===== config.mk =====
export PLATFORM = sky130hd
export DESIGN_NAME = pcileech_com_rx_demux
export DESIGN_NICKNAME = d
export VERILOG_FILES = /design/src/rtl/pcileech_com_rx_demux.sv
export SDC_FILE = /design/constraint.sdc
export NUM_CORES = 1
export LEC_CHECK = 0
export BUFFER_PORTS_ARGS = -buffer_cell sky130_fd_sc_hd__clkbuf_2
export CORE_MARGIN = 4
export CORE_UTILIZATION = 59
export DETAILED_ROUTE_END_ITERATION = 8
export PLACE_DENSITY = 0.78
export SYNTH_ARGS = -nofsm -noshare
export SYNTH_HDL_FRONTEND = slang
export SYNTH_SLANG_ARGS = --single-unit

===== constraint.sdc =====
create_clock -name clk -period 5.6 [get_ports clk]
set_clock_uncertainty 0.2 [all_clocks]
set_input_delay 0 -clock clk [delete_from_list [all_inputs] [get_ports clk]]
set_output_delay 0 -clock clk [all_outputs]
set_load 0.005 [all_outputs]

===== src/rtl/pcileech_com_rx_demux.sv =====
// pcileech_com_rx_demux
//   Classifies 64-bit host words from the communication core RX path and
//   routes them to a TLP DW stream (buffered, since upstream cannot stall),
//   a register-write strobe, or a command strobe.  TLP overflow and errors
//   are handled by dropping up to the next "last" DW, with sticky status
//   and saturating counters.
// Ports:
//   clk, rst            system clock, asynchronous active-high reset
//   din, din_valid      host word: [63:32] payload DW, [31:0] header
//   tlp_data/last/valid/ready  TLP DW stream out of the internal FIFO
//   reg_wr_addr/data/en register write (addr = header[31:16])
//   cmd_data/en         command payload and strobe
//   sts_overflow        sticky TLP FIFO overflow flag
//   sts_clear           clears sts_overflow and both counters
//   cnt_bad_magic       words rejected for a bad header
//   cnt_tlp_drop        TLP DWs discarded
module pcileech_com_rx_demux #(
  parameter int TLP_FIFO_DEPTH = 16,
  parameter int CNT_WIDTH      = 16
) (
  input  logic                 clk,
  input  logic                 rst,
  input  logic [63:0]          din,
  input  logic                 din_valid,
  output logic [31:0]          tlp_data,
  output logic                 tlp_last,
  output logic                 tlp_valid,
  input  logic                 tlp_ready,
  output logic [15:0]          reg_wr_addr,
  output logic [31:0]          reg_wr_data,
  output logic                 reg_wr_en,
  output logic [31:0]          cmd_data,
  output logic                 cmd_en,
  output logic                 sts_overflow,
  input  logic                 sts_clear,
  output logic [CNT_WIDTH-1:0] cnt_bad_magic,
  output logic [CNT_WIDTH-1:0] cnt_tlp_drop
);

  localparam int AW = $clog2(TLP_FIFO_DEPTH);

  typedef enum logic [1:0] {
    S_IDLE    = 2'd0,
    S_PKT     = 2'd1,
    S_DISCARD = 2'd2
  } state_t;

  state_t state, state_nxt;

  // Header decode
  logic [7:0]  magic;
  logic [1:0]  wtype;
  logic        hlast;
  logic [31:0] payload;
  logic        hdr_ok, word_idle, word_bad, word_tlp, word_reg, word_cmd;

  assign magic     = din[7:0];
  assign wtype     = din[9:8];
  assign hlast     = din[10];
  assign payload   = din[63:32];
  assign word_idle = (din == 64'h0);
  assign hdr_ok    = (magic == 8'h77) && (wtype != 2'b11);
  assign word_bad  = din_valid && !word_idle && !hdr_ok;
  assign word_tlp  = din_valid && hdr_ok && (wtype == 2'b00);
  assign word_reg  = din_valid && hdr_ok && (wtype == 2'b01);
  assign word_cmd  = din_valid && hdr_ok && (wtype == 2'b10);

  // TLP FIFO: pointers carry an extra MSB to tell full from empty
  logic [32:0] mem [TLP_FIFO_DEPTH];
  logic [AW:0] wr_ptr, rd_ptr;
  logic        empty, full, push, pop, drop, ovf_set;

  assign empty     = (wr_ptr == rd_ptr);
  assign full      = (wr_ptr[AW] != rd_ptr[AW]) &&
                     (wr_ptr[AW-1:0] == rd_ptr[AW-1:0]);
  assign tlp_valid = !empty;
  assign pop       = tlp_valid && tlp_ready;
  assign tlp_data  = tlp_valid ? mem[rd_ptr[AW-1:0]][31:0] : '0;
  assign tlp_last  = tlp_valid ? mem[rd_ptr[AW-1:0]][32]   : 1'b0;

  // A same-cycle pop frees the head slot, so a push into a full FIFO is
  // still accepted; the old head is read combinationally before the write.
  always_comb begin
    push      = 1'b0;
    drop      = 1'b0;
    ovf_set   = 1'b0;
    state_nxt = state;
    if (word_tlp) begin
      if (state == S_DISCARD) begin
        drop      = 1'b1;
        state_nxt = hlast ? S_IDLE : S_DISCARD;
      end else if (!full || pop) begin
        push      = 1'b1;
        state_nxt = hlast ? S_IDLE : S_PKT;
      end else begin
        drop      = 1'b1;
        ovf_set   = 1'b1;
        state_nxt = hlast ? S_IDLE : S_DISCARD;
      end
    end
  end

  always_ff @(posedge clk) begin
    if (push) begin
      mem[wr_ptr[AW-1:0]] <= {hlast, payload};
    end
  end

  always_ff @(posedge clk or posedge rst) begin
    if (rst) begin
      wr_ptr <= '0;
      rd_ptr <= '0;
      state  <= S_IDLE;
    end else begin
      if (push) wr_ptr <= wr_ptr + 1'b1;
      if (pop)  rd_ptr <= rd_ptr + 1'b1;
      state <= state_nxt;
    end
  end

  // Status and saturating counters; sts_clear wins over a coincident event
  always_ff @(posedge clk or posedge rst) begin
    if (rst) begin
      sts_overflow  <= 1'b0;
      cnt_bad_magic <= '0;
      cnt_tlp_drop  <= '0;
    end else if (sts_clear) begin
      sts_overflow  <= 1'b0;
      cnt_bad_magic <= '0;
      cnt_tlp_drop  <= '0;
    end else begin
      if (ovf_set) sts_overflow <= 1'b1;
      if (word_bad && (cnt_bad_magic != '1))
        cnt_bad_magic <= cnt_bad_magic + CNT_WIDTH'(1);
      if (drop && (cnt_tlp_drop != '1))
        cnt_tlp_drop <= cnt_tlp_drop + CNT_WIDTH'(1);
    end
  end

  // Register and command strobes, independent of TLP state
  always_ff @(posedge clk or posedge rst) begin
    if (rst) begin
      reg_wr_en   <= 1'b0;
      reg_wr_addr <= '0;
      reg_wr_data <= '0;
      cmd_en      <= 1'b0;
      cmd_data    <= '0;
    end else begin
      reg_wr_en <= word_reg;
      cmd_en    <= word_cmd;
      if (word_reg) begin
        reg_wr_addr <= din[31:16];
        reg_wr_data <= payload;
      end
      if (word_cmd) begin
        cmd_data <= payload;
      end
    end
  end

endmodule


### Word level (Yosys, flattened, before mapping)

Memory sizes are Yosys's and may differ from the RTL's.
Index checks and enable logic that the tools add are counted.

| word-level totals | value |
|---|---|
| word-level logic and storage cells | 69 |
| memories kept | 1 |
| input bits | 69 |
| register bits after elaboration | 127 |
| RAM bits | 528 |

| operators by class | value |
|---|---|
| reduce and logical (&&, ||, !) cells | 21 |
| mux-type cells | 22 |
| add/subtract/negate cells | 4 |
| eq/ne operators | 10 |

Memory list:

| name | words | width | read ports | clocked after Yosys merged registers in | wr ports | RTL line | source |
|---|---|---|---|---|---|---|---|
| mem | 16 | 33 | 1 | 0 | 1 | 69 | `logic [32:0] mem [TLP_FIFO_DEPTH];` |

Operators with widths:

| operator | count |
|---|---|
| 64-bit logical NOT | 1 |
| 16-bit 2-to-1 mux | 4 |
| 16-bit by 1-bit adder with 16-bit output, second input constant | 2 |
| 32-bit 2-to-1 mux | 1 |
| 16-bit inequality test, second input constant | 2 |
| 1-bit 2-to-1 mux | 14 |
| 1-bit logical AND | 11 |
| 5-bit by 1-bit adder with 5-bit output, second input constant | 2 |
| 8-bit by 7-bit == test with 1-bit output, second input constant | 1 |
| 2-bit 2-to-1 mux | 3 |
| 2-bit nonzero test | 3 |
| 5-bit == test | 1 |
| 2-bit == test, second input constant | 2 |
| 4-bit == test | 1 |
| 1-bit logical NOT | 4 |
| 2-bit by 1-bit == test with 1-bit output, second input constant | 1 |
| 2-bit logical NOT | 1 |
| 2-bit inequality test, second input constant | 1 |
| 1-bit logical OR | 1 |
| 1-bit inequality test | 1 |

### Longest topological paths before layout

Gate-level depths: netlist of run 1.

| logic depth | value |
|---|---|
| word-level depth | 10 |
| gate-level depth with buffers | 8 |
| mapped depth without buffers | 7 |

### Worst setup path after synthesis of run 1

Ideal clock, no wire load.

| path | value |
|---|---|
| path type | flip-flop to flip-flop |
| start point | reg wr_ptr[2] |
| end point | mem mem[3][0], enable pin |
| data arrival time | 3550 ps |
| slack | 1386 ps |
| stages on the path, launching flop included | 8 |
| clock period less this slack | 4214 ps |
| library setup time | 464 ps |
| cells stage by stage | dfrtp_1 -> buf_2 -> xnor2_2 -> nand4_2 -> o2111a_1 -> buf_2 -> nand2_1 -> nor3_1 |

| on the way | value |
|---|---|
| cells in the longest elaborated chain, start to end | 9 |
| elaborated cells between the ends (all ways) | 12 |
| those cells by class | eq/ne (2); mux (5); reduce/logical (5) |

RTL lines:

| what | RTL line | source |
|---|---|---|
| start, declared | 70 | `logic [AW:0] wr_ptr, rd_ptr;` |
| start signal, assigned | 115 | `if (push) wr_ptr <= wr_ptr + 1'b1;` |
| 5-bit == test or 4-bit == test (tied branches) | 73, 75 |  |
| 1-bit logical NOT or 1-bit logical AND (tied branches) | 76, 74 |  |
| 1-bit logical AND or 1-bit logical NOT (tied branches) | 77, 92 |  |
| 1-bit logical OR | 92 | `end else if (!full \|\| pop) begin` |
| 1-bit 2-to-1 mux | 92 |  |
| 1-bit 2-to-1 mux | 89 | `if (state == S_DISCARD) begin` |
| 1-bit 2-to-1 mux | 88 | `if (word_tlp) begin` |
| 1-bit 2-to-1 mux | 104 | `if (push) begin` |
| 1-bit 2-to-1 mux (implied by the code) | 105 | `mem[wr_ptr[AW-1:0]] <= {hlast, payload};` |
| end, declared | 69 |  |

Parallel ways exist; a longest one is shown, timed or not.

### Worst setup path after layout of run 1

| path | value |
|---|---|
| start point | reg rd_ptr[0] |
| end point | out tlp_last |

| on the way | value |
|---|---|
| cells in the longest elaborated chain, start to end | 2 |
| elaborated cells between the ends (all ways) | 3 |
| those cells by class | eq/ne (1); mux (1); memory (1) |

RTL lines:

| what | RTL line | source |
|---|---|---|
| start, declared | 70 |  |
| start signal, assigned | 116 | `if (pop) rd_ptr <= rd_ptr + 1'b1;` |
| memory 16 x 33 bit or 5-bit == test (tied branches) | - |  |
| 1-bit 2-to-1 mux * | 79 | `assign tlp_last = tlp_valid ? mem[rd_ptr[AW-1:0]][32] : 1'b0;` |
| end, declared | 26 | `output logic tlp_last,` |

Every way passes the cells marked *; elsewhere a longest branch is shown, timed or not.

==> results of run 1 <==
==> cell usage after synthesis, types with 2 or more instances <==
cell / n / area share [%]
nand2_1: 23 / 0.33
o31ai_1: 2 / 0.058
o21ai_0: 10 / 0.19
buf_6: 10 / 0.44
nand3_1: 12 / 0.23
and3_1: 7 / 0.17
inv_1: 10 / 0.15
edfxtp_1: 528 / 61
xnor2_2: 2 / 0.13
mux2_1: 3 / 0.13
nor3_1: 12 / 0.23
nand4_2: 3 / 0.15
xnor2_1: 24 / 0.81
xor2_1: 4 / 0.14
nor4_1: 19 / 0.46
nor2_1: 42 / 0.61
dfrtp_1: 127 / 12
and4_1: 2 / 0.068
mux4_2: 165 / 14
nor3b_2: 3 / 0.15
clkbuf_1: 18 / 0.26
nor3b_1: 5 / 0.15
or2_1: 2 / 0.048
ha_1: 7 / 0.34
mux2_2: 81 / 3.5
a21oi_1: 9 / 0.17
nand2b_1: 3 / 0.073
buf_4: 2 / 0.058
nor2b_1: 39 / 0.94
nand4_1: 15 / 0.36
or3_1: 6 / 0.15
buf_1: 4 / 0.058
buf_2: 24 / 0.47
==> repair_timing <==
item,4_1_cts,5_1_grt
hold endpoints to repair,710,0
hold buffers,70,0
resized for setup,0,0
==> layout make-up <==
type                    count  area, µm²  share of cell area (%)
inverters                  10       42.5                   0.139
multi-input cells         519       6560                    21.4
clock inverters            41        384                    1.26
clock buffers              83       1840                    6.01
repair buffers            316       2000                    6.55
diodes                      1       2.50                 0.00818
well taps                 585        732                    2.39
flip-flops and latches    655      19000                    62.2
==> cells in the final DEF (no fill, tap or decap), types with 3 or more instances in the layout <==
cell | netlist | layout
nor3_1 | 12 | 8
nand4_2 | 3 | 3
buf_4 | 2 | 29
inv_1 | 10 | 9
dfrtp_1 | 127 | 123
clkinvlp_4 | 0 | 3
clkbuf_8 | 0 | 4
clkbuf_16 | 0 | 70
inv_6 | 0 | 4
ha_1 | 7 | 7
nand4_1 | 15 | 15
clkinv_2 | 0 | 17
and3_1 | 7 | 7
clkbuf_1 | 18 | 9
nor4_1 | 19 | 19
nand3_1 | 12 | 12
nor3b_1 | 5 | 5
xor2_1 | 4 | 4
nor2_4 | 0 | 12
mux4_2 | 165 | 165
bufinv_16 | 0 | 6
edfxtp_1 | 528 | 528
clkbuf_2 | 0 | 217
nand2b_1 | 3 | 3
mux2_1 | 3 | 3
xnor2_1 | 24 | 24
or3_1 | 6 | 6
o21ai_0 | 10 | 10
clkinv_1 | 0 | 10
nor2b_1 | 39 | 38
nand2_1 | 23 | 23
a21oi_1 | 9 | 9
nor2_1 | 42 | 30
dlygate4sd3_1 | 0 | 70
nor3_2 | 0 | 4
mux2_2 | 81 | 81
==> per-layer routing <==
metal,routed length [µm],vias to the layer above
li1,-,5710
met1,22900,7080
met2,30600,692
met3,5360,132
met4,2040,0
met5,0,-
==> state kept, by name, summed over array words and instances, names as in the netlist <==
register	count
cnt_bad_magic	16
reg_wr_en	1
wr_ptr	5
reg_wr_data	32
cmd_data	32
state	2
reg_wr_addr	16
rd_ptr	5
cnt_tlp_drop	16
mem	528
cmd_en	1
sts_overflow	1
==> through the flow <==
stage                     hold slack [ns]  utilization, %  worst slack (ns)
after CTS                         0.00124            70.9              1.31
after floorplan                    -0.130               -              1.39
after global routing               0.0357            70.9              1.12
after global placement             -0.106            64.1              2.03
after detailed placement          -0.0955            64.1              1.95
final                              0.0309            70.9              1.44
==> cell families after synthesis <==
| logic type | count (synthesis) | share of synthesized area (%) |
|---|---|---|
| AO/OA/AOI/OAI | 29 | 0.790 |
| XOR/XNOR | 30 | 1.08 |
| adder cells (fa/ha/maj) | 7 | 0.339 |
| buffers and inverters | 68 | 1.42 |
| flip-flops | 655 | 73.7 |
| multiplexers | 250 | 18.1 |
| AND/OR/NAND/NOR | 203 | 4.58 |
==> worst max-delay path: stages, from the launching register on <==
cell and delay [ns]:
dfrtp_4 0.42, buf_4 0.66, buf_4 0.82, mux4_2 0.61
mux4_2 0.53, nor2b_1 0.16, clkbuf_2 0.12
==> power by group <==
group          switching (mW)  internal, mW
Clock                    1.84          2.63
Sequential             0.0809          5.30
Combinational            1.37          1.58
==> worst max path at each step <==
| stage | from | end | cells after the start | slack (ns) |
|---|---|---|---|---|
| floorplan | wr_ptr[2]$_DFFE_PP0P_ | mem[3][0]$_DFFE_PP_ | 7 | 1.39 |
| global placement | rd_ptr[0]$_DFFE_PP0P_ | tlp_last | 6 | 2.03 |
| detailed placement | rd_ptr[0]$_DFFE_PP0P_ | tlp_last | 6 | 1.95 |
| CTS | rd_ptr[0]$_DFFE_PP0P_ | tlp_last | 6 | 1.31 |
| global route | rd_ptr[0]$_DFFE_PP0P_ | tlp_last | 6 | 1.12 |
| finish | rd_ptr[0]$_DFFE_PP0P_ | tlp_last | 6 | 1.44 |
==> results.toml, run 1 <==
[status]
outcome = "finished, final reports clean"

[hold_path]
whs_endpoint = "reg_wr_addr[14]$_DFFE_PP0P_"
worstHoldPathType = "input port to register"
min_from = "din[30]"
min_path_cells = 3

[yosys]
synthFlopType = "edfxtp_1"
avgSynthCellArea_um2 = 20.8
yosys_warnings = 0
syn_area_um2 = 25800
syn_inst = 1242
synth_cell_types = 52
seq_area_frac_synth_pct = 73.7
synth_seq_cells = 655
synth_edf_count = 528
async_flop_share_pct = 19.4
synthesis.nets = 1318

[floorplan]
die_w_um = 217
fp-row-count = 76
die_area_um2 = 47200
io_pins = 218
start_util_pct = 59.8
coreArea_um2 = 43200
fp.dieH_um = 217

[cells_and_area]
stdcell_area_um2 = 30600
final_nets = 1645
drive_above_1_share_pct = 39.2
num-fill-cells = 2633
areaGrowthSynthToFinish_pct = 18.5
final_cell_count_no_fill = 2210

[timing]
final.setup.tns_ns = 0
min_period_over_period_pct = 74.2
fmax_mhz = 241
report.final.slew_viol_count = 0
worst_slew_pin_slew_ns = 1.40
slew_headroom_pct = 6.17
rsz0062_at_grt = "false"
setup_viol = 0
hold_violations = 0
min_period_ns = 4.16

[place]
dpl_cell_area_um2 = 27700
dpl.cell_count = 2015
routabilityCongestion = 0.814
port_buffers = 217
post-dp-hpwl_um = 33500

[global_route]
grt_overflow = 0
grt_pass1_wl_um = 93500
grt_max_degree = 70
met3_usage_pct = 5.28
antenna_found_initial = 1
grt_usage_pct = 26.7
grt_use_met2_pct = 43.9
grt_pass1_vias = 14600
busiest_layer = "met2"
met1_usage_pct = 36.8

[drt]
viasPerCell = 6.16
ant_nets = 0
vias = 13600
drc = 0
drt_iter0_drc = 1457
wirelength_um = 60900
post_drt_wl_per_cell_um = 27.6
firstDrtPassIters = 7

[worst_setup_path]
worstPathArrival_ns = 3.96
reg2reg_depth = 5
reg2reg_slack_ns = 1.93
critPathLaunchType = "register"
worstPathMaxFanout = 45
critPathKind = "register to primary output"
worst_r2r_startpoint = "rd_ptr[1]$_DFFE_PP0P_"
worstSetupEndpointType = "primary output"
required_ns = 5.40
r2r-end = "mem[15][11]$_DFFE_PP_"

[clocking]
clock_path_buffers = 3
postCtsSetupRepairBufs = 0
root_buffer = "clkbuf_16"
clock_sinks = 655
clkTransAtPathRegs_ns = 0.06
numCtsBuffers = 67
htree_levels = 3
worst_skew_pair.late_latency_ns = 0.59
tritoncts = "yes"

[pwr]
power_mw = 12.8
p_leak_nw = 11.0
max-vdd-ir-drop_mv = 0.347
p_per_area_nw_per_um2 = 418

[run]
drv_cap = 0
No activity file was read; power rests on OpenSTA's default activity.
==> run 2: changes to the inputs <==
Settings changed: ABC_AREA set to 1, CORE_UTILIZATION 59 to 60, PLACE_DENSITY 0.78 to 0.79.
Clock period 5.6 ns to 4.26 ns, I/O delays scaled along.
==> run 2 against run 1 <==
Against the previous run: register-to-register slack got worse by 1.1 ns; flip-flop and latch count unchanged; power increased by 39%; sequential share of layout area decreased by 2.1 points; routed wire length increased by 18%; critical path depth increased by 3; critical endpoint is now tlp_data[12]; count of clock-buffer cells in the layout increased by 4.
==> results.toml, run 2 <==
[status]
outcome = "finished, final reports clean"

[place]
port_buffers = 217
pre_cts_ws_ns = 0.875
post-dp-hpwl_um = 41500
dpl.cell_count = 3059
dpl_cell_area_um2 = 28700
routabilityCongestion = 0.915

[yosys]
yosys-top-cells-area = "edfxtp_1 (59%), dfrtp_1 (12%), nor2_1 (7.0%)"
syn_inst = 2354
synthFlopType = "edfxtp_1"
seq_area_frac_synth_pct = 70.5
avgSynthCellArea_um2 = 11.5
synth_seq_cells = 655
synth_top_area_share_pct = 58.7
synth_edf_count = 528
syn_area_um2 = 27000
ys_top_cells_by_count = "edfxtp_1 (528), nor2_1 (504), o21ai_0 (340), nand2_1 (256), o211ai_1 (132)"
yosys_warnings = 0
synthesis.nets = 2430
synth_most_common_cell = "edfxtp_1"
async_flop_share_pct = 19.4
synth_cell_types = 30
yosysTopAreaCell = "edfxtp_1"

[drt]
post_drt_wl_per_cell_um = 22.1
wirelength_um = 71700
ant_nets = 0
viasPerCell = 6.07
vias = 19700
drc = 0
firstDrtPassIters = 6
drt_iter0_drc = 2535

[floorplan]
fp-row-count = 77
coreArea_um2 = 44300
start_util_pct = 61.0
die_w_um = 220
io_pins = 218
fp.dieH_um = 220
die_area_um2 = 48500

[cells_and_area]
stdcell_area_um2 = 31700
final_common_cell = "edfxtp_1"
final_util_pct = 71.4
final_cell_count_no_fill = 3249
largest_reg_flops = 528
drive_above_1_share_pct = 14.6
final_nets = 2683
most-common-layout-cells = "edfxtp_1 (528), nor2_1 (488), o21ai_0 (340)"
areaGrowthSynthToFinish_pct = 17.2
diodes = 0

[timing]
setup_viol = 0
report.final.slew_viol_count = 0
fmax_mhz = 250
min_period_ns = 4.01
rsz0062_at_grt = "false"
slew_headroom_pct = 8.38
min_period_over_period_pct = 94.0
worst_slew_pin_slew_ns = 1.37
setup_slack_ns = 0.254
hold_violations = 0
final.setup.tns_ns = 0

[clocking]
numCtsBuffers = 66
clock_sinks = 655
clock_path_buffers = 3
worst_skew_pair.late_latency_ns = 0.60
tritoncts = "yes"
post_cts_resized = 0
htree_levels = 3
cts_hold_buf = 72
postCtsSetupRepairBufs = 0
clkTransAtPathRegs_ns = 0.06
root_buffer = "clkbuf_16"

[worst_setup_path]
critPathLaunchType = "register"
worstPathArrival_ns = 3.81
critPathSlowestCell = "buf_4"
crit_path_max_incr_delay_ns = 0.70
required_ns = 4.06
crit_family = "buffers and inverters"
critPathKind = "register to primary output"
worstSetupEndpointType = "primary output"
cp_cell_sequence = "buf_4 -> buf_4 -> nor2_1 -> nor2_1 -> o21ai_0 -> o211ai_1 -> nand3_1 -> a21boi_1 -> clkbuf_2"
path_buf_inv = 3
worstPathMaxFanout = 92

[pwr]
max-vdd-ir-drop_mv = 0.634
p_leak_nw = 11.9
p_per_area_nw_per_um2 = 562

[global_route]
grt_pass1_vias = 19400
grt_max_degree = 266
grt_overflow = 0
grt_pass1_wl_um = 110000
grt_usage_pct = 29.5
antenna_found_initial = 3

[run]
drv_cap = 0

[hold_path]
worstHoldPathType = "input port to register"
==> run 2: cells by family after synthesis <==
| logic type | Yosys count | share of synthesized area, % |
|---|---|---|
| AOI/OAI and AO/OA | 509 | 11.0 |
| DFF | 655 | 70.5 |
| adders and majority gates | 7 | 0.324 |
| xor gates and xnor gates | 26 | 0.843 |
| and+or+nand+nor | 930 | 14.0 |
| buffers and inverters | 227 | 3.41 |
==> run 2: metal layers <==
metal  global-route usage, %  vias to the layer above  part of all wire (%)
met5                       0                        -                     0
met4                    10.3                        0                   3.0
met3                    6.18                      168                    12
met2                    45.6                     1208                    46
met1                    42.5                     9523                    39
li1                        -                     8807                     -
==> run 2: per-stage QoR <==
stage | total power, mW | hold WS, ns
final | 17.8 | 0.0568
after global routing | 18.6 | 0.0369
after CTS | 17.8 | 0.000647
after detailed placement | 11.9 | -0.166
after global placement | 11.8 | -0.169
after floorplan | 10.3 | -0.101
==> run 2: worst reg2reg max path: cells and delay by family (launching register included) <==
| family | cells | cell delay, ns |
|---|---|---|
| buffers and inverters | 2 | 0.49 |
| flip-flops | 1 | 0.79 |
| AND/OR/NAND/NOR | 7 | 1.62 |
==> run 2: final timing paths <==
path | start | endpoint | slack [ns] | cells past startpoint
worst max-delay path | rd_ptr[0]$_DFFE_PP0P_ | tlp_data[12] | 0.25 | 9
worst min-delay path | din[21] | reg_wr_addr[5]$_DFFE_PP0P_ | 0.06 | 4
worst max register to register | rd_ptr[1]$_DFFE_PP0P_ | mem[9][3]$_DFFE_PP_ | 0.80 | 9
worst min register to register | reg_wr_addr[5]$_DFFE_PP0P_ | reg_wr_addr[5]$_DFFE_PP0P_ | 0.28 | 2
max in group asynchronous | rst | rd_ptr[1]$_DFFE_PP0P_ | 2.36 | 5
min in group asynchronous | rst | cnt_bad_magic[9]$_DFFE_PP0P_ | 0.42 | 4
==> run 2: power by group <==
part | total, mW | leakage [nW] | internal [mW] | switching [mW]
clock network | 5.85 | 1.07 | 3.43 | 2.41
logic | 4.84 | 4.35 | 1.52 | 3.32
registers | 7.11 | 6.48 | 6.96 | 0.143
==> run 2: layout make-up <==
cell class | instances | area [µm²]
inverters | 85 | 328
clock inverters | 31 | 355
clock buffers | 87 | 1840
flip-flops and latches | 655 | 19000
fillers | 2894 | 12700
repair buffers | 327 | 2150
multi-input cells | 1472 | 7190
well taps | 592 | 741
